===== config.mk =====
export PLATFORM = sky130hd
export DESIGN_NAME = cp0_reg
export DESIGN_NICKNAME = d
export VERILOG_FILES = /design/src/rtl/cp0_reg_pkg.sv /design/src/rtl/cp0_reg_timer.sv /design/src/rtl/cp0_reg.sv
export SDC_FILE = /design/constraint.sdc
export NUM_CORES = 1
export LEC_CHECK = 0
export ABC_AREA = 1
export ABC_CLOCK_PERIOD_IN_PS = 1670
export BUFFER_PORTS_ARGS = -buffer_cell sky130_fd_sc_hd__buf_2
export CAP_MARGIN = 20
export CORE_MARGIN = 4
export CORE_UTILIZATION = 40
export CTS_CLUSTER_SIZE = 25
export DETAILED_ROUTE_END_ITERATION = 16
export PLACE_DENSITY = 0.7
export SYNTH_ARGS = -nofsm -noshare
export SYNTH_HDL_FRONTEND = slang
export SYNTH_SLANG_ARGS = --single-unit

===== constraint.sdc =====
create_clock -name clk -period 1.67 [get_ports clk]
set_input_delay 0.167 -clock clk [delete_from_list [all_inputs] [get_ports clk]]
set_output_delay 0.167 -clock clk [all_outputs]
set_load 0.02 [all_outputs]

===== src/rtl/cp0_reg_pkg.sv =====
// -----------------------------------------------------------------------------
// cp0_reg_pkg
// Shared definitions for the CP0 register file:
//   - CP0 register numbers addressed by MFC0/MTC0
//   - ExcCode values written into Cause[6:2]
//   - excepttype codes delivered by the MEM/exception path
//   - Status/Cause bit positions and the Cause software-writable mask
//   - decode_exc(): maps an excepttype code onto the action CP0 must commit
// -----------------------------------------------------------------------------
package cp0_reg_pkg;

  // CP0 register numbers
  localparam logic [4:0] CP0_REG_COUNT   = 5'd9;
  localparam logic [4:0] CP0_REG_COMPARE = 5'd11;
  localparam logic [4:0] CP0_REG_STATUS  = 5'd12;
  localparam logic [4:0] CP0_REG_CAUSE   = 5'd13;
  localparam logic [4:0] CP0_REG_EPC     = 5'd14;
  localparam logic [4:0] CP0_REG_PRID    = 5'd15;
  localparam logic [4:0] CP0_REG_CONFIG  = 5'd16;

  // excepttype codes from the MEM stage
  localparam logic [31:0] EXCEPT_INT  = 32'h0000_0001;
  localparam logic [31:0] EXCEPT_SYS  = 32'h0000_0008;
  localparam logic [31:0] EXCEPT_RI   = 32'h0000_000a;
  localparam logic [31:0] EXCEPT_OV   = 32'h0000_000c;
  localparam logic [31:0] EXCEPT_TR   = 32'h0000_000d;
  localparam logic [31:0] EXCEPT_ERET = 32'h0000_000e;

  // ExcCode field values
  typedef enum logic [4:0] {
    EXC_INT = 5'h00,
    EXC_SYS = 5'h08,
    EXC_RI  = 5'h0a,
    EXC_OV  = 5'h0c,
    EXC_TR  = 5'h0d
  } exc_code_e;

  // Status bit positions
  localparam int STATUS_EXL = 1;

  // Cause bit positions
  localparam int CAUSE_BD         = 31;
  localparam int CAUSE_IP_HW_MSB  = 15;
  localparam int CAUSE_IP_HW_LSB  = 10;
  localparam int CAUSE_EXC_MSB    = 6;
  localparam int CAUSE_EXC_LSB    = 2;

  // Software may only touch IV[23], WP[22] and IP1:0[9:8]
  localparam logic [31:0] CAUSE_WR_MASK = 32'h00C0_0300;

  // What an excepttype code asks CP0 to do on this edge
  typedef struct packed {
    logic      take;      // enter exception: EXL<=1, ExcCode, maybe EPC/BD
    logic      eret;      // return: EXL<=0
    exc_code_e exc_code;
  } exc_action_t;

  function automatic exc_action_t decode_exc(input logic [31:0] excepttype);
    exc_action_t act;
    act = '{take: 1'b0, eret: 1'b0, exc_code: EXC_INT};
    case (excepttype)
      EXCEPT_INT:  begin act.take = 1'b1; act.exc_code = EXC_INT; end
      EXCEPT_SYS:  begin act.take = 1'b1; act.exc_code = EXC_SYS; end
      EXCEPT_RI:   begin act.take = 1'b1; act.exc_code = EXC_RI;  end
      EXCEPT_OV:   begin act.take = 1'b1; act.exc_code = EXC_OV;  end
      EXCEPT_TR:   begin act.take = 1'b1; act.exc_code = EXC_TR;  end
      EXCEPT_ERET: act.eret = 1'b1;
      default:     ;
    endcase
    return act;
  endfunction

endpackage


===== src/rtl/cp0_reg_timer.sv =====
// -----------------------------------------------------------------------------
// cp0_reg_timer
// Count/Compare timer of the CP0 register file. Only built when CP0_TIMER_EN
// is defined; otherwise cp0_reg keeps plain Count/Compare registers itself.
//   clk, resetn    : clock, synchronous active-low reset
//   count_we       : MTC0 to Count this cycle (load instead of increment)
//   compare_we     : MTC0 to Compare this cycle (also clears the interrupt)
//   wdata          : MTC0 write data
//   count_o        : Count register
//   compare_o      : Compare register
//   timer_int_o    : sticky timer interrupt request
// -----------------------------------------------------------------------------
`ifdef CP0_TIMER_EN
module cp0_reg_timer (
  input  logic        clk,
  input  logic        resetn,
  input  logic        count_we,
  input  logic        compare_we,
  input  logic [31:0] wdata,
  output logic [31:0] count_o,
  output logic [31:0] compare_o,
  output logic        timer_int_o
);

  logic [31:0] count_q;
  logic [31:0] compare_q;
  logic        timer_int_q;
  logic        match;

  // Compare == 0 is treated as "timer disarmed".
  assign match = (compare_q != 32'd0) && (count_q == compare_q);

  // NOTE: sequential state uses non-blocking assignments so every flop samples
  // the pre-edge values; blocking here would create order-dependent races.
  always_ff @(posedge clk) begin
    if (!resetn) begin
      count_q     <= 32'd0;
      compare_q   <= 32'd0;
      timer_int_q <= 1'b0;
    end else begin
      // Wraps naturally from 32'hFFFF_FFFF to 0.
      count_q <= count_we ? wdata : count_q + 32'd1;
      if (compare_we) begin
        compare_q   <= wdata;
        timer_int_q <= 1'b0;   // Compare write wins over a same-cycle match
      end else if (match) begin
        timer_int_q <= 1'b1;
      end
    end
  end

  assign count_o     = count_q;
  assign compare_o   = compare_q;
  assign timer_int_o = timer_int_q;

endmodule
`endif


===== src/rtl/cp0_reg.sv =====
// -----------------------------------------------------------------------------
// cp0_reg
// Coprocessor-0 register file: answers the EXE-stage MFC0 read port, accepts
// registered MTC0 writes, commits exception/ERET side effects from the MEM
// stage and raises the timer interrupt.
// Build option: define CP0_TIMER_EN to enable the Count increment and the
// Compare-match timer interrupt (cp0_reg_timer). Without it Count only
// changes by MTC0 and timer_int_o is tied low.
// Ports:
//   clk, resetn               : clock, synchronous active-low reset
//   we_i, waddr_i, data_i     : MTC0 write channel
//   raddr_i, data_o           : MFC0 read port (combinational)
//   int_i                     : hardware interrupts IP7..IP2 -> Cause[15:10]
//   excepttype_i              : final exception code from MEM
//   current_inst_addr_i       : PC of the excepting instruction
//   is_in_delayslot_i         : excepting instruction sits in a delay slot
//   count_o .. prid_o         : direct register views
//   timer_int_o               : timer interrupt request
// -----------------------------------------------------------------------------
module cp0_reg
  import cp0_reg_pkg::*;
#(
  parameter logic [31:0] PRID_VAL   = 32'h004C_0102,
  parameter logic [31:0] CONFIG_RST = 32'h0000_8000,
  parameter logic [31:0] STATUS_RST = 32'h1000_0000
) (
  input  logic        clk,
  input  logic        resetn,
  input  logic        we_i,
  input  logic [4:0]  waddr_i,
  input  logic [31:0] data_i,
  input  logic [4:0]  raddr_i,
  input  logic [5:0]  int_i,
  input  logic [31:0] excepttype_i,
  input  logic [31:0] current_inst_addr_i,
  input  logic        is_in_delayslot_i,
  output logic [31:0] data_o,
  output logic [31:0] count_o,
  output logic [31:0] compare_o,
  output logic [31:0] status_o,
  output logic [31:0] cause_o,
  output logic [31:0] epc_o,
  output logic [31:0] config_o,
  output logic [31:0] prid_o,
  output logic        timer_int_o
);

  logic [31:0] status_q, status_d;
  logic [31:0] cause_q,  cause_d;
  logic [31:0] epc_q,    epc_d;
  logic        count_we, compare_we;
  exc_action_t exc;
  logic [31:0] rdata;

  assign count_we   = we_i && (waddr_i == CP0_REG_COUNT);
  assign compare_we = we_i && (waddr_i == CP0_REG_COMPARE);
  assign exc        = decode_exc(excepttype_i);

  // ---------------------------------------------------------------------------
  // Count / Compare / timer interrupt
  // ---------------------------------------------------------------------------
`ifdef CP0_TIMER_EN
  cp0_reg_timer u_timer (
    .clk         (clk),
    .resetn      (resetn),
    .count_we    (count_we),
    .compare_we  (compare_we),
    .wdata       (data_i),
    .count_o     (count_o),
    .compare_o   (compare_o),
    .timer_int_o (timer_int_o)
  );
`else
  logic [31:0] count_q;
  logic [31:0] compare_q;

  always_ff @(posedge clk) begin
    if (!resetn) begin
      count_q   <= 32'd0;
      compare_q <= 32'd0;
    end else begin
      if (count_we)   count_q   <= data_i;
      if (compare_we) compare_q <= data_i;
    end
  end

  assign count_o     = count_q;
  assign compare_o   = compare_q;
  assign timer_int_o = 1'b0;
`endif

  // ---------------------------------------------------------------------------
  // Status / Cause / EPC next state. MTC0 is applied first, then the hardware
  // interrupt sample, then the exception commit, so the exception wins on any
  // field both touch.
  // ---------------------------------------------------------------------------
  // NOTE: every signal driven here gets a default on entry, so no path leaves
  // it unassigned and no latch is inferred.
  always_comb begin
    status_d = status_q;
    cause_d  = cause_q;
    epc_d    = epc_q;

    if (we_i) begin
      case (waddr_i)
        CP0_REG_STATUS: status_d = data_i;
        CP0_REG_CAUSE:  cause_d  = (cause_q & ~CAUSE_WR_MASK) | (data_i & CAUSE_WR_MASK);
        CP0_REG_EPC:    epc_d    = data_i;
        default:        ;
      endcase
    end

    cause_d[CAUSE_IP_HW_MSB:CAUSE_IP_HW_LSB] = int_i;

    if (exc.take) begin
      // A nested exception (EXL already set) keeps the original return point.
      if (!status_q[STATUS_EXL]) begin
        epc_d            = is_in_delayslot_i ? current_inst_addr_i - 32'd4
                                             : current_inst_addr_i;
        cause_d[CAUSE_BD] = is_in_delayslot_i;
      end
      status_d[STATUS_EXL]                  = 1'b1;
      cause_d[CAUSE_EXC_MSB:CAUSE_EXC_LSB]  = exc.exc_code;
    end else if (exc.eret) begin
      status_d[STATUS_EXL] = 1'b0;
    end
  end

  always_ff @(posedge clk) begin
    if (!resetn) begin
      status_q <= STATUS_RST;
      cause_q  <= 32'd0;
      epc_q    <= 32'd0;
    end else begin
      status_q <= status_d;
      cause_q  <= cause_d;
      epc_q    <= epc_d;
    end
  end

  // ---------------------------------------------------------------------------
  // Read port. No write bypass: EXE forwards in-flight MTC0 data itself.
  // ---------------------------------------------------------------------------
  always_comb begin
    rdata = 32'd0;
    case (raddr_i)
      CP0_REG_COUNT:   rdata = count_o;
      CP0_REG_COMPARE: rdata = compare_o;
      CP0_REG_STATUS:  rdata = status_q;
      CP0_REG_CAUSE:   rdata = cause_q;
      CP0_REG_EPC:     rdata = epc_q;
      CP0_REG_PRID:    rdata = PRID_VAL;
      CP0_REG_CONFIG:  rdata = CONFIG_RST;
      default:         rdata = 32'd0;
    endcase
  end

  assign data_o   = resetn ? rdata : 32'd0;

  assign status_o = status_q;
  assign cause_o  = cause_q;
  assign epc_o    = epc_q;
  // PRId and Config ignore writes, so they are constants rather than flops.
  assign config_o = CONFIG_RST;
  assign prid_o   = PRID_VAL;

endmodule


After elaboration in Yosys (flattened, before gate mapping):

Index checks and enable logic that the tools add are counted.
W data, S select, Z words.

* bits of input ports: 116
* logic and storage cells: 58
* bits in registers: 160

* reductions and logical operators: 11
* mux-type cells: 19
* equality and inequality tests: 18
* add/sub/neg operators: 1
* bitwise operators: 1

Operator list (number)
* $mux W32: 8
* $pmux W32 S7: 1
* $eq A32 B4 Y1 const B: 5
* $eq A5 B4 Y1 const B: 11
* $eq A32 B1 Y1 const B: 1
* $or A32 B24 Y32: 1
* $sub A32 B3 Y32 const B: 1
* $pmux W4 S4: 1
* $reduce_and A2 Y1: 4
* $mux W1: 6
* $reduce_bool A3 Y1: 2
* $eq A5 B5 Y1 const B: 1
* $mux W5: 1
* $reduce_or A5 Y1: 1
* $mux W2: 2
* $reduce_bool A2 Y1: 2
* $logic_and A1 B1 Y1: 2

Longest topological paths before layout:

* depth after elaboration: 5
* gate-level depth with buffers: 13
* gate-level depth less buffers: 13

Least setup slack after synthesis:

No wires, ideal clock.

* path type: input to output
* start point: input port raddr_i[0]
* end point: output port data_o[28]
* path buffers: 2
* path slack: 0.023 ns
* stages: 8
* data arrival time: 1.480 ns
* cell sequence: buf_2 nand2_1 nor2_1 nand2_1 inv_2 buf_2 nand2_1 a41oi_1

* longest elaborated chain between the ends: 3
* elaborated cells between the ends (all ways): 9
* classes of those cells: 7 x eq/ne; 2 x mux

Ends and longest elaborated chain
* start, declared: RTL line cp0_reg.sv:32 `input logic [4:0] raddr_i,`
* $eq A5 B5 Y1 / $eq A5 B4 Y1 (equally long branches): RTL line cp0_reg.sv:146 `case (raddr_i)`
* $pmux W32 S7 *: RTL line cp0_reg.sv:146
* $mux W32 *: RTL line cp0_reg.sv:158 `assign data_o = resetn ? rdata : 32'd0;`
* end, declared: RTL line cp0_reg.sv:37 `output logic [31:0] data_o,`

Every way passes the cells marked *; elsewhere a longest branch is shown, timed or not.

Worst setup path in the final report:

* start point: input port raddr_i[4]
* end point: output port data_o[23]

Same word-level chain as after synthesis.

==> reports/qor.txt <==
Status -> complete, no violations
Die width -> 152 um
Remaining Overflow, GRT -> 0
Die ar. -> 23200 um^2
Fin Hold WS -> 0.0389 ns
Synthesis-stage register bit count -> 143
Final setup vio count -> 0
Vias post-DR -> 8968
Clock Sinks -> 143
Worst-Skew Late Latency -> 0.42 ns
1st-iter DRT viols -> 674
Nets -> 1668
HPWL after DPL -> 23800 um
Place WS -> -0.0863 ns
Flop pwr share -> 40.2%
Relative max-transition margin -> 61.7%
Max-cap violations -> 0
Cell internal pwr -> 6.51 mW
Yosys warnings -> 0
Share of layout cells above drive strength 1 -> 30.3%
Gate power share -> 11.6%
Critical path class -> in -> out
Final Cycle Share -> 99.3%
Max Slew Vio Count -> 0
CTS max path bufs -> 2
CTS tree -> built
Cell area after layout -> 11100 um^2
RSZ-0062 raised after global routing -> true
Most frequent cells in the layout -> 274 x buf_2, 192 x nand2_1, 189 x nor2_1
GP Congestion -> 0.886
Layout area overhead -> 32.9%
Vias per cell -> 4.89
Seq/Total Area, Yosys -> 34.4%
Final Hold Viols -> 0
Power per Cell Area -> 785 nW/um^2
WL final -> 31300 um
Switching power total -> 2.18 mW
Ports -> 373
Clock Power Share -> 48.2%
Crit path launch type -> primary input
Global-route wire length before repair -> 47800 um
Syn Area/Cell -> 6.73 um^2
Reg clk slew, reported paths -> 0.06 ns
H-tree depth -> 4
Worst min path class -> in -> reg
Tmin final -> 1.66 ns
Crit path max fanout -> 6
Slew at the pin closest to its max-slew limit -> 0.572 ns
Leak Pwr -> 5.35 nW
Initial Utilization -> 40.9%
Max VDD drop -> 0.000620 V
Number of diodes -> 0
Yosys cell types -> 42
DRC Markers -> 0
Mapped Cells -> 1236
Largest net degree at the start of global routing -> 132
Worst Setup Slack, final -> 0.0117 ns
Routed length per instance -> 17.1 um
CP arrival -> 1.49 ns
Rows -> 52
Sw Ratio -> 25.1%
Placed instance area -> 10000 um^2
Max Fclk -> 603 MHz
Die Ht -> 152 um
Clock buffer count from CTS -> 17
Synth Cell Area -> 8320 um^2
Total GRT Usage -> 25.7%
Most common cell after layout, fill and taps aside -> buf_2
Port bufs -> 290
Antenna Violating Nets Remaining -> 0
Clock root buffer -> clkbuf_16
Skew final -> 0.00718 ns
CP endpoint kind -> output port
Number of global-route vias before repair -> 8291
Core area -> 20400 um^2
Pre-antenna DRT Iters -> 5
Initial antenna violation count -> 2
Worst EP required -> 1.50 ns
-- worst max-delay path: stages --
cell	delay (ns)
buf_8	0.11
inv_4	0.06
nand2_4	0.05
nor3b_4	0.21
buf_6	0.14
buf_6	0.13
nand2_1	0.05
o21ai_1	0.08
a21oi_1	0.06
a31oi_1	0.24
buf_4	0.19
-- final timing paths --
| kind | startpoint | end | slack, ns | cells past startpoint |
|---|---|---|---|---|
| setup / recovery | raddr_i[4] | data_o[23] | 0.01 | 11 |
| hold / removal | data_i[28] | status_o[28]$_SDFFE_PN1P_ | 0.04 | 3 |
| setup reg to reg | status_o[1]$_SDFFE_PN0P_ | epc_o[27]$_SDFF_PN0_ | 0.31 | 6 |
| hold reg to reg | count_o[18]$_SDFFE_PN0P_ | count_o[18]$_SDFFE_PN0P_ | 0.46 | 2 |
-- power by group through the flow --
stage / combinational (mW) / clock, mW / sequential [mW]
floorplan: 0.638 / 0 / 3.61
global placement: 0.930 / 0 / 3.57
detailed placement: 0.936 / 0 / 3.57
CTS: 0.969 / 4.24 / 3.49
global route: 1.10 / 4.38 / 3.50
finish: 1.00 / 4.19 / 3.49
-- Yosys cell counts (all sizes together) --
library cell  count  area share [%]
a211oi            3            0.27
a22oi             2            0.18
nand3b            5            0.45
nand2           212              10
nor2            203              10
mux2i             6            0.72
o21ai           134             8.1
nand3            50             3.4
dfxtp           143              34
ha                1            0.15
nor3              8            0.62
a31oi            11            0.83
inv             135             6.1
a221oi           15             1.6
mux2             19             2.6
o22ai             6            0.45
clkbuf           37             1.7
nor3b             1           0.090
and3              1           0.075
nand4             9            0.68
a21oi           104             6.3
a41oi             2            0.21
conb              2           0.090
clkinv            5            0.29
xnor2             7            0.74
xor2             10             1.1
or2               2            0.15
buf             103             8.9
-- per-layer routing --
layer	vias up	global-route usage [%]	part of all wire, %
met2	410	42.4	47
met3	39	6.42	8.3
met1	4039	34.0	43
met5	-	0	0.070
li1	4476	-	-
met4	4	6.51	1.7
-- area by class of cell --
cell class	instances	area, um^2
multi-input combinational	893	4470
timing repair buffer	356	2200
fill	2036	9310
clock buffer	22	464
clock inverter	10	184
sequential	143	2870
inverter	140	539
tap	270	338
-- registers in the layout (all words and copies together), names as in the netlist --
register / flops
cause_o: 15
compare_o: 32
count_o: 32
epc_o: 32
status_o: 32
-- stage by stage --
| stage | utilization (%) | power, mW | setup TNS, ns | instances |
|---|---|---|---|---|
| floorplan | - | 4.25 | 0 | 1316 |
| global placement | 49.3 | 4.50 | -0.485 | 1784 |
| detailed placement | 49.3 | 4.50 | -1.17 | 1784 |
| CTS | 53.4 | 8.70 | 0 | 1832 |
| global route | 54.3 | 8.97 | -0.0382 | 1834 |
| finish | 54.3 | 8.68 | 0 | 1834 |
-- kinds of logic after synthesis --
kind of cell / share of synthesized area (%)
and+or+nand+nor: 25.5
buffers and inverters: 16.9
AOI/OAI and AO/OA: 17.8
DFF: 34.4
muxes: 3.29
xor gates and xnor gates: 1.79
other: 0.0902
adders and majority gates: 0.150
-- repair_timing --
item	4_1_cts	5_1_grt
hold buffers	7	0
endpoints found under the setup margin	18	29
setup buffers	7	2
pin swaps	2	11
hold endpoints to repair	7	0
gates cloned	2	0
gates resized for setup	20	65
No activity file was read; power rests on OpenSTA's default activity.
